[src/rtl/ram8_arbiter.sv]
// Two-requester round-robin arbiter in front of a RAM8-style memory.
// Requester A (CPU side) and requester B (peripheral side) each issue single-word
// reads or writes; the granted requester's load/address/in are steered onto the RAM
// and read data is captured into a shared registered output.
// Optional feature macro: ARB_LOCK_EN adds lock_a/lock_b grant holding with a
// forced release after 8 consecutive cycles of the same grant.
module ram8_arbiter #(
  parameter int WIDTH  = 16,
  parameter int ADDR_W = 3
) (
  input  logic              clk,
  input  logic              reset,
  input  logic              req_a,
  input  logic              load_a,
  input  logic [ADDR_W-1:0] address_a,
  input  logic [WIDTH-1:0]  in_a,
  output logic              gnt_a,
  output logic              rvalid_a,
  input  logic              req_b,
  input  logic              load_b,
  input  logic [ADDR_W-1:0] address_b,
  input  logic [WIDTH-1:0]  in_b,
  output logic              gnt_b,
  output logic              rvalid_b,
  output logic [WIDTH-1:0]  out,
  output logic              ram_load,
  output logic [ADDR_W-1:0] ram_address,
  output logic [WIDTH-1:0]  ram_in,
  input  logic [WIDTH-1:0]  ram_out
`ifdef ARB_LOCK_EN
  ,
  input  logic              lock_a,
  input  logic              lock_b
`endif
);

  typedef enum logic [1:0] {
    IDLE  = 2'd0,
    GNT_A = 2'd1,
    GNT_B = 2'd2
  } state_t;

  state_t state;
  state_t state_next;
  // last_b set means B won most recently, so A wins the next tie
  logic   last_b;
  logic   last_b_next;
  logic   cand_a;
  logic   cand_b;
  logic   keep;

`ifdef ARB_LOCK_EN
  logic [2:0] lock_cnt;

  // Count cycles a locked grant has been extended; clears whenever the grant moves
  always_ff @(posedge clk or posedge reset) begin
    if (reset) begin
      lock_cnt <= 3'd0;
    end else if (keep) begin
      lock_cnt <= lock_cnt + 3'd1;
    end else begin
      lock_cnt <= 3'd0;
    end
  end
`endif

  // Next-state arbitration: mask the owner of the ending cycle, break ties by last winner
  always_comb begin
    state_next  = IDLE;
    last_b_next = last_b;
    keep        = 1'b0;
    cand_a      = req_a && (state != GNT_A);
    cand_b      = req_b && (state != GNT_B);
`ifdef ARB_LOCK_EN
    if ((state == GNT_A) && req_a && lock_a && (lock_cnt != 3'd7)) begin
      keep = 1'b1;
    end
    if ((state == GNT_B) && req_b && lock_b && (lock_cnt != 3'd7)) begin
      keep = 1'b1;
    end
`endif
    if (keep) begin
      state_next = state;
    end else if (cand_a && cand_b) begin
      state_next  = last_b ? GNT_A : GNT_B;
      last_b_next = !last_b;
    end else if (cand_a) begin
      state_next  = GNT_A;
      last_b_next = 1'b0;
    end else if (cand_b) begin
      state_next  = GNT_B;
      last_b_next = 1'b1;
    end
  end

  // State and round-robin history registers
  always_ff @(posedge clk or posedge reset) begin
    if (reset) begin
      state  <= IDLE;
      last_b <= 1'b1;
    end else begin
      state  <= state_next;
      last_b <= last_b_next;
    end
  end

  // Capture read data and pulse rvalid at the edge that ends a read grant
  always_ff @(posedge clk or posedge reset) begin
    if (reset) begin
      out      <= '0;
      rvalid_a <= 1'b0;
      rvalid_b <= 1'b0;
    end else begin
      rvalid_a <= (state == GNT_A) && !load_a;
      rvalid_b <= (state == GNT_B) && !load_b;
      if (((state == GNT_A) && !load_a) || ((state == GNT_B) && !load_b)) begin
        out <= ram_out;
      end
    end
  end

  assign gnt_a = (state == GNT_A);
  assign gnt_b = (state == GNT_B);

  // Steer the owner's request onto the RAM; everything is zero while idle
  always_comb begin
    ram_load    = 1'b0;
    ram_address = '0;
    ram_in      = '0;
    if (state == GNT_A) begin
      ram_load    = load_a;
      ram_address = address_a;
      ram_in      = in_a;
    end else if (state == GNT_B) begin
      ram_load    = load_b;
      ram_address = address_b;
      ram_in      = in_b;
    end
  end

endmodule

[config.mk]
export PLATFORM = sky130hd
export DESIGN_NAME = ram8_arbiter
export DESIGN_NICKNAME = d
export VERILOG_FILES = /design/src/rtl/ram8_arbiter.sv
export SDC_FILE = /design/constraint.sdc
export NUM_CORES = 1
export LEC_CHECK = 0
export CORE_ASPECT_RATIO = 0.5
export CORE_MARGIN = 2
export CORE_UTILIZATION = 36
export CTS_CLUSTER_DIAMETER = 200
export DETAILED_ROUTE_END_ITERATION = 8
export PLACE_DENSITY = 0.95
export SYNTH_ARGS = -nofsm -noshare
export SYNTH_HDL_FRONTEND = slang
export SYNTH_SLANG_ARGS = --single-unit
[constraint.sdc]
create_clock -name clk -period 2.16 [get_ports clk]
set_input_delay 0.432 -clock clk [delete_from_list [all_inputs] [get_ports clk]]
set_output_delay 0.432 -clock clk [all_outputs]
set_load 0.05 [all_outputs]
### Yosys cells after proc, flatten, opt, wreduce, memory -nomap -nowiden

Index checks and enable logic that the tools add are counted.

| word-level totals | value |
|---|---|
| register bits after elaboration | 21 |

| cells by class | value |
|---|---|
| eq/ne operators | 4 |
| mux-type cells | 13 |
| reductions and logical operators | 10 |

Operators with widths:

| kind | count |
|---|---|
| two-way mux 16 bit | 2 |
| two-way mux 2 bit | 4 |
| two-way mux 3 bit | 2 |
| logical AND 1 bit | 5 |
| two-way mux 1 bit | 5 |
| logical NOT 1 bit | 3 |
| nonzero test 3 bit | 1 |
| equality test 2 x 1 -> 1 bit (second input constant) | 1 |
| equality test 2 bit (second input constant) | 1 |
| inequality test 2 x 1 -> 1 bit (second input constant) | 1 |
| inequality test 2 bit (second input constant) | 1 |
| logical OR 1 bit | 1 |

### Depth between registers and ports, before layout

Gate-level depths: netlist (run 1).

| depth | value |
|---|---|
| depth in word-level cells | 5 |
| depth in mapped cells | 6 |
| depth with buffers taken out | 4 |

### Worst setup path before layout (run 1)

OpenSTA, ideal clock, no wires.

| timing | value |
|---|---|
| kind | reg-to-output |
| start | register state[1] |
| end | output port ram_in[0] |
| buffers on the path | 1 |
| required time | 1.728 ns |
| path slack | -0.137 ns |
| cell stages (with the launch flop) | 5 |
| data arrival time | 1.865 ns |
| cell sequence | dfrtp_1 nand2b_2 inv_2 clkbuf_1 a22o_1 |

RTL lines:

| item | RTL line | text |
|---|---|---|
| start: declaration | 43 | `state_t state;` |
| start signal: assignment | 102 | `state <= state_next;` |
| equality test 2 x 1 -> 1 bit | n/a |  |
| named net gnt_a | 17 | `output logic gnt_a,` |
| two-way mux 16 bit | 130 | `if (state == GNT_A) begin` |
| end: declaration | 28 | `output logic [WIDTH-1:0] ram_in,` |

The timed path passes the listed nets, and every way through them passes these cells.

### Worst setup path in the final report (run 1)

| timing | value |
|---|---|
| start | register state[0] |
| end | output port ram_in[0] |

| between the ends | value |
|---|---|
| cells in the longest elaborated chain, start to end | 3 |

Ends and longest elaborated chain:

| item | RTL line | text |
|---|---|---|
| equality test 2 bit | 134 | `end else if (state == GNT_B) begin` |
| two-way mux 16 bit | 134 |  |
| two-way mux 16 bit (*) | 130 |  |

Every way passes the cells marked *; elsewhere a longest branch is shown, timed or not.

==> results of run 1 <==
==> through the flow <==
step | utilization | setup slack (ns) | area, sq um | hold slack, ns | std cells
final | 0.762 | 0.0949 | 2620 | 0.494 | 283
after global routing | 0.762 | 0.0313 | 2620 | 0.532 | 283
after CTS | 0.761 | 0.0500 | 2610 | 0.503 | 283
after detailed placement | 0.748 | 0.250 | 2570 | 0.497 | 279
after global placement | 0.748 | 0.317 | 2570 | 0.489 | 279
after floorplan | - | 0.0313 | 1290 | 0.408 | 134
==> cell usage in the layout, fill, tap and decap left out, drive strengths merged <==
cell,instances
mux2,7
a211oi,9
nor3,18
a22o,19
clkbuf,4
or2,1
dfstp,1
clkdlybuf4s50,77
a31oi,1
a21boi,1
a21oi,3
o21ai,2
nand2,1
inv,5
o22ai,9
buf,30
nor2,1
o21a,10
nor3b,1
dfrtp,20
nor2b,10
nand2b,2
==> layer usage <==
| layer | track usage | up-vias | share of wire |
|---|---|---|---|
| met5 | 0 | - | 0 |
| met4 | 0.0697 | 0 | 0.020 |
| met3 | 0.0520 | 9 | 0.060 |
| met2 | 0.409 | 65 | 0.53 |
| met1 | 0.258 | 697 | 0.39 |
| li1 | - | 707 | - |
==> state kept, by name, indices dropped and copies added, names as in the netlist <==
register,count
rvalid_a,1
rvalid_b,1
state,2
last_b,1
out,16
==> tightest hold or removal path, stage by stage <==
cell and delay, ns:
clkdlybuf4s50_1 0.40, inv_1 0.05, buf_4 0.27
==> power breakdown <==
part | leakage, nW | internal, W | total, W | switching [W]
Combinational | 0.772 | 0.000954 | 0.00228 | 0.00133
Sequential | 0.241 | 0.000571 | 0.000714 | 0.000142
Clock | 0.0228 | 0.000132 | 0.000260 | 0.000128
==> worst max path at each step <==
stage,from,endpoint,slack [ns],cells after the start
global placement,load_a,ram_load,0.32,4
floorplan,state[0],ram_load,0.03,6
CTS,state[1],ram_in[0],0.05,4
finish,state[0],ram_in[0],0.09,5
global route,state[0],ram_in[0],0.03,5
detailed placement,load_a,out[15],0.25,4
==> what timing repair did <==
item,CTS,global route
endpoints found under the setup margin,0,19
hold buffers,0,0
gates resized for setup,0,2
==> logic make-up (layout without fill, tap and decap cells) <==
kind of cell	count (synthesis)	after routing	synth area share
and+or+nand+nor	34	34	0.147
DFF	21	21	0.410
AOI/OAI and AO/OA	54	54	0.317
muxes	7	7	0.0613
buffers and inverters	18	116	0.0642
==> cell type report <==
class                   instances  area, sq um  area share
repair buffers                107         1280       0.491
clock buffers                   4         45.0      0.0172
inverters                       5         21.3     0.00813
multi-input cells              95          676       0.258
well taps                      51         63.8      0.0244
flip-flops and latches         21          527       0.201
==> flow_metrics.py, run 1 <==
metrics = {
    "job": {
        "max_cap_viol_count": 0,
    },
    "critical_path": {
        "cp-end-kind": "primary output",
        "path_delay_family": "buffers and inverters",
        "crit_buf_inv": 3,
        "ff2ff_path_depth": 4,
        "critical_path_arrival_ns": 1.63,
        "path_common_cell": "buf_12",
        "regToRegSetupSlack_ns": 0.47,
        "crit_slowest_cell": "dfrtp_1",
        "worstPathCellList": "nand2b_1 > inv_1 > buf_12 > a22o_1 > buf_12",
        "path_class": "register to primary output",
        "crit_path_max_incr_delay_ns": 0.41,
        "required_ns": 1.73,
        "r2r_end": "out[15]",
        "worstPathMaxFanout": 20,
        "startpoint_type": "register",
        "r2r_start": "state[0]",
    },
    "global_routing": {
        "grt_pass1_vias": 1443,
        "grt_remaining_overflow": 0,
        "antenna_found_initial": 0,
        "grtUsageTotal": 0.220,
        "grt_pass1_wl_mm": 6.80,
        "grt_max_degree": 38,
    },
    "final_layout": {
        "fin_nets": 293,
        "syn_to_final_growth_pct": 104,
        "num_antenna_cells": 0,
        "drive_gt1_frac": 0.194,
        "fillers": 204,
    },
    "logic_synthesis": {
        "yosysUniqueCellTypes": 26,
        "synth_top_area_share": 0.389,
        "synth_common_cells": "dfrtp_1 (20), a22o_1 (19), nor3_1 (18), nor2b_1 (10), o21a_1 (10)",
        "synthArstFlopShare": 1.00,
        "ys_seq_elements": 21,
        "synthesis.area_sq_um": 1280,
        "syn_inst": 134,
        "synth_edf_count": 0,
        "synth_ff_type": "dfrtp_1",
        "yosysTopAreaCell": "dfrtp_1",
        "synth_area_leaders": "dfrtp_1 (39%), a22o_1 (13%), nor3_1 (7.0%)",
        "seq_area_frac_synth": 0.410,
        "syn_avg_cell_area_sq_um": 9.59,
        "synth.most_common_cell": "dfrtp_1",
        "yosysWarnings": 0,
        "syn-num-nets": 194,
    },
    "drt": {
        "vias": 1478,
        "drtIter0Drc": 63,
        "route.detailed.drc": 0,
        "totalWireLength_mm": 4.46,
        "vias_per_cell": 5.22,
        "drt_pre_antenna_iters": 4,
        "wl_per_cell_um": 15.8,
        "ant_nets": 0,
    },
    "clock_tree": {
        "clkLatencyLatePin_ns": 0.26,
        "cts_max_path_buffers": 2,
        "clock-root-buffer": "clkbuf_8",
        "post-cts-setup-buffers": 0,
        "cts_buffers": 3,
        "cts_sinks": 21,
        "clk_pin_slew_ns": 0.08,
        "htreeDepth": 1,
        "cts_tree": "done",
    },
    "sta": {
        "setup_viol": 0,
        "worstMarginPinSlew_ns": 0.541,
        "clock.fmax_ghz": 0.484,
        "finalMaxSlewViolations": 0,
        "period_needed_ns": 2.07,
        "skew_ns": 0.00556,
        "fin_setup_tns_ns": 0,
        "final.period_utilization": 0.956,
        "rsz0062_at_grt": "no",
        "hold_viol": 0,
        "maxSlewHeadroom": 0.638,
    },
    "floorplanning": {
        "coreArea_sq_um": 3430,
        "die-height_um": 46.2,
        "rows": 15,
        "floorplan.initialDensity": 0.374,
        "die_area_sq_um": 4090,
        "num_io_pins": 100,
        "fp.dieW_um": 88.5,
    },
    "power_and_ir_drop": {
        "peakVddDrop_mv": 0.727,
        "power_density_nw_per_um2": 1250,
        "finalPower_w": 0.00326,
        "p_leak_nw": 1.04,
    },
    "worst_hold_path": {
        "hold_class": "input pin to asynchronous set/reset pin",
    },
    "placed_design": {
        "place.detailed.hpwl_mm": 3.58,
        "io_buffers": 99,
        "gp_congestion": 0.790,
    },
    "status": {
        "status": "finished, final reports clean",
    },
}
Note: power is estimated with default switching activity, not from simulation.
==> run 2: changes to the inputs <==
--- a/config.mk
+++ b/config.mk
@@ -5,6 +5,7 @@
 export SDC_FILE = /design/constraint.sdc
 export NUM_CORES = 1
 export LEC_CHECK = 0
+export ABC_CLOCK_PERIOD_IN_PS = 2160
 export CORE_ASPECT_RATIO = 0.5
 export CORE_MARGIN = 2
 export CORE_UTILIZATION = 36
==> results of run 2 <==
Same layout as run 1: the final DEF is identical, and so are final timing and power.
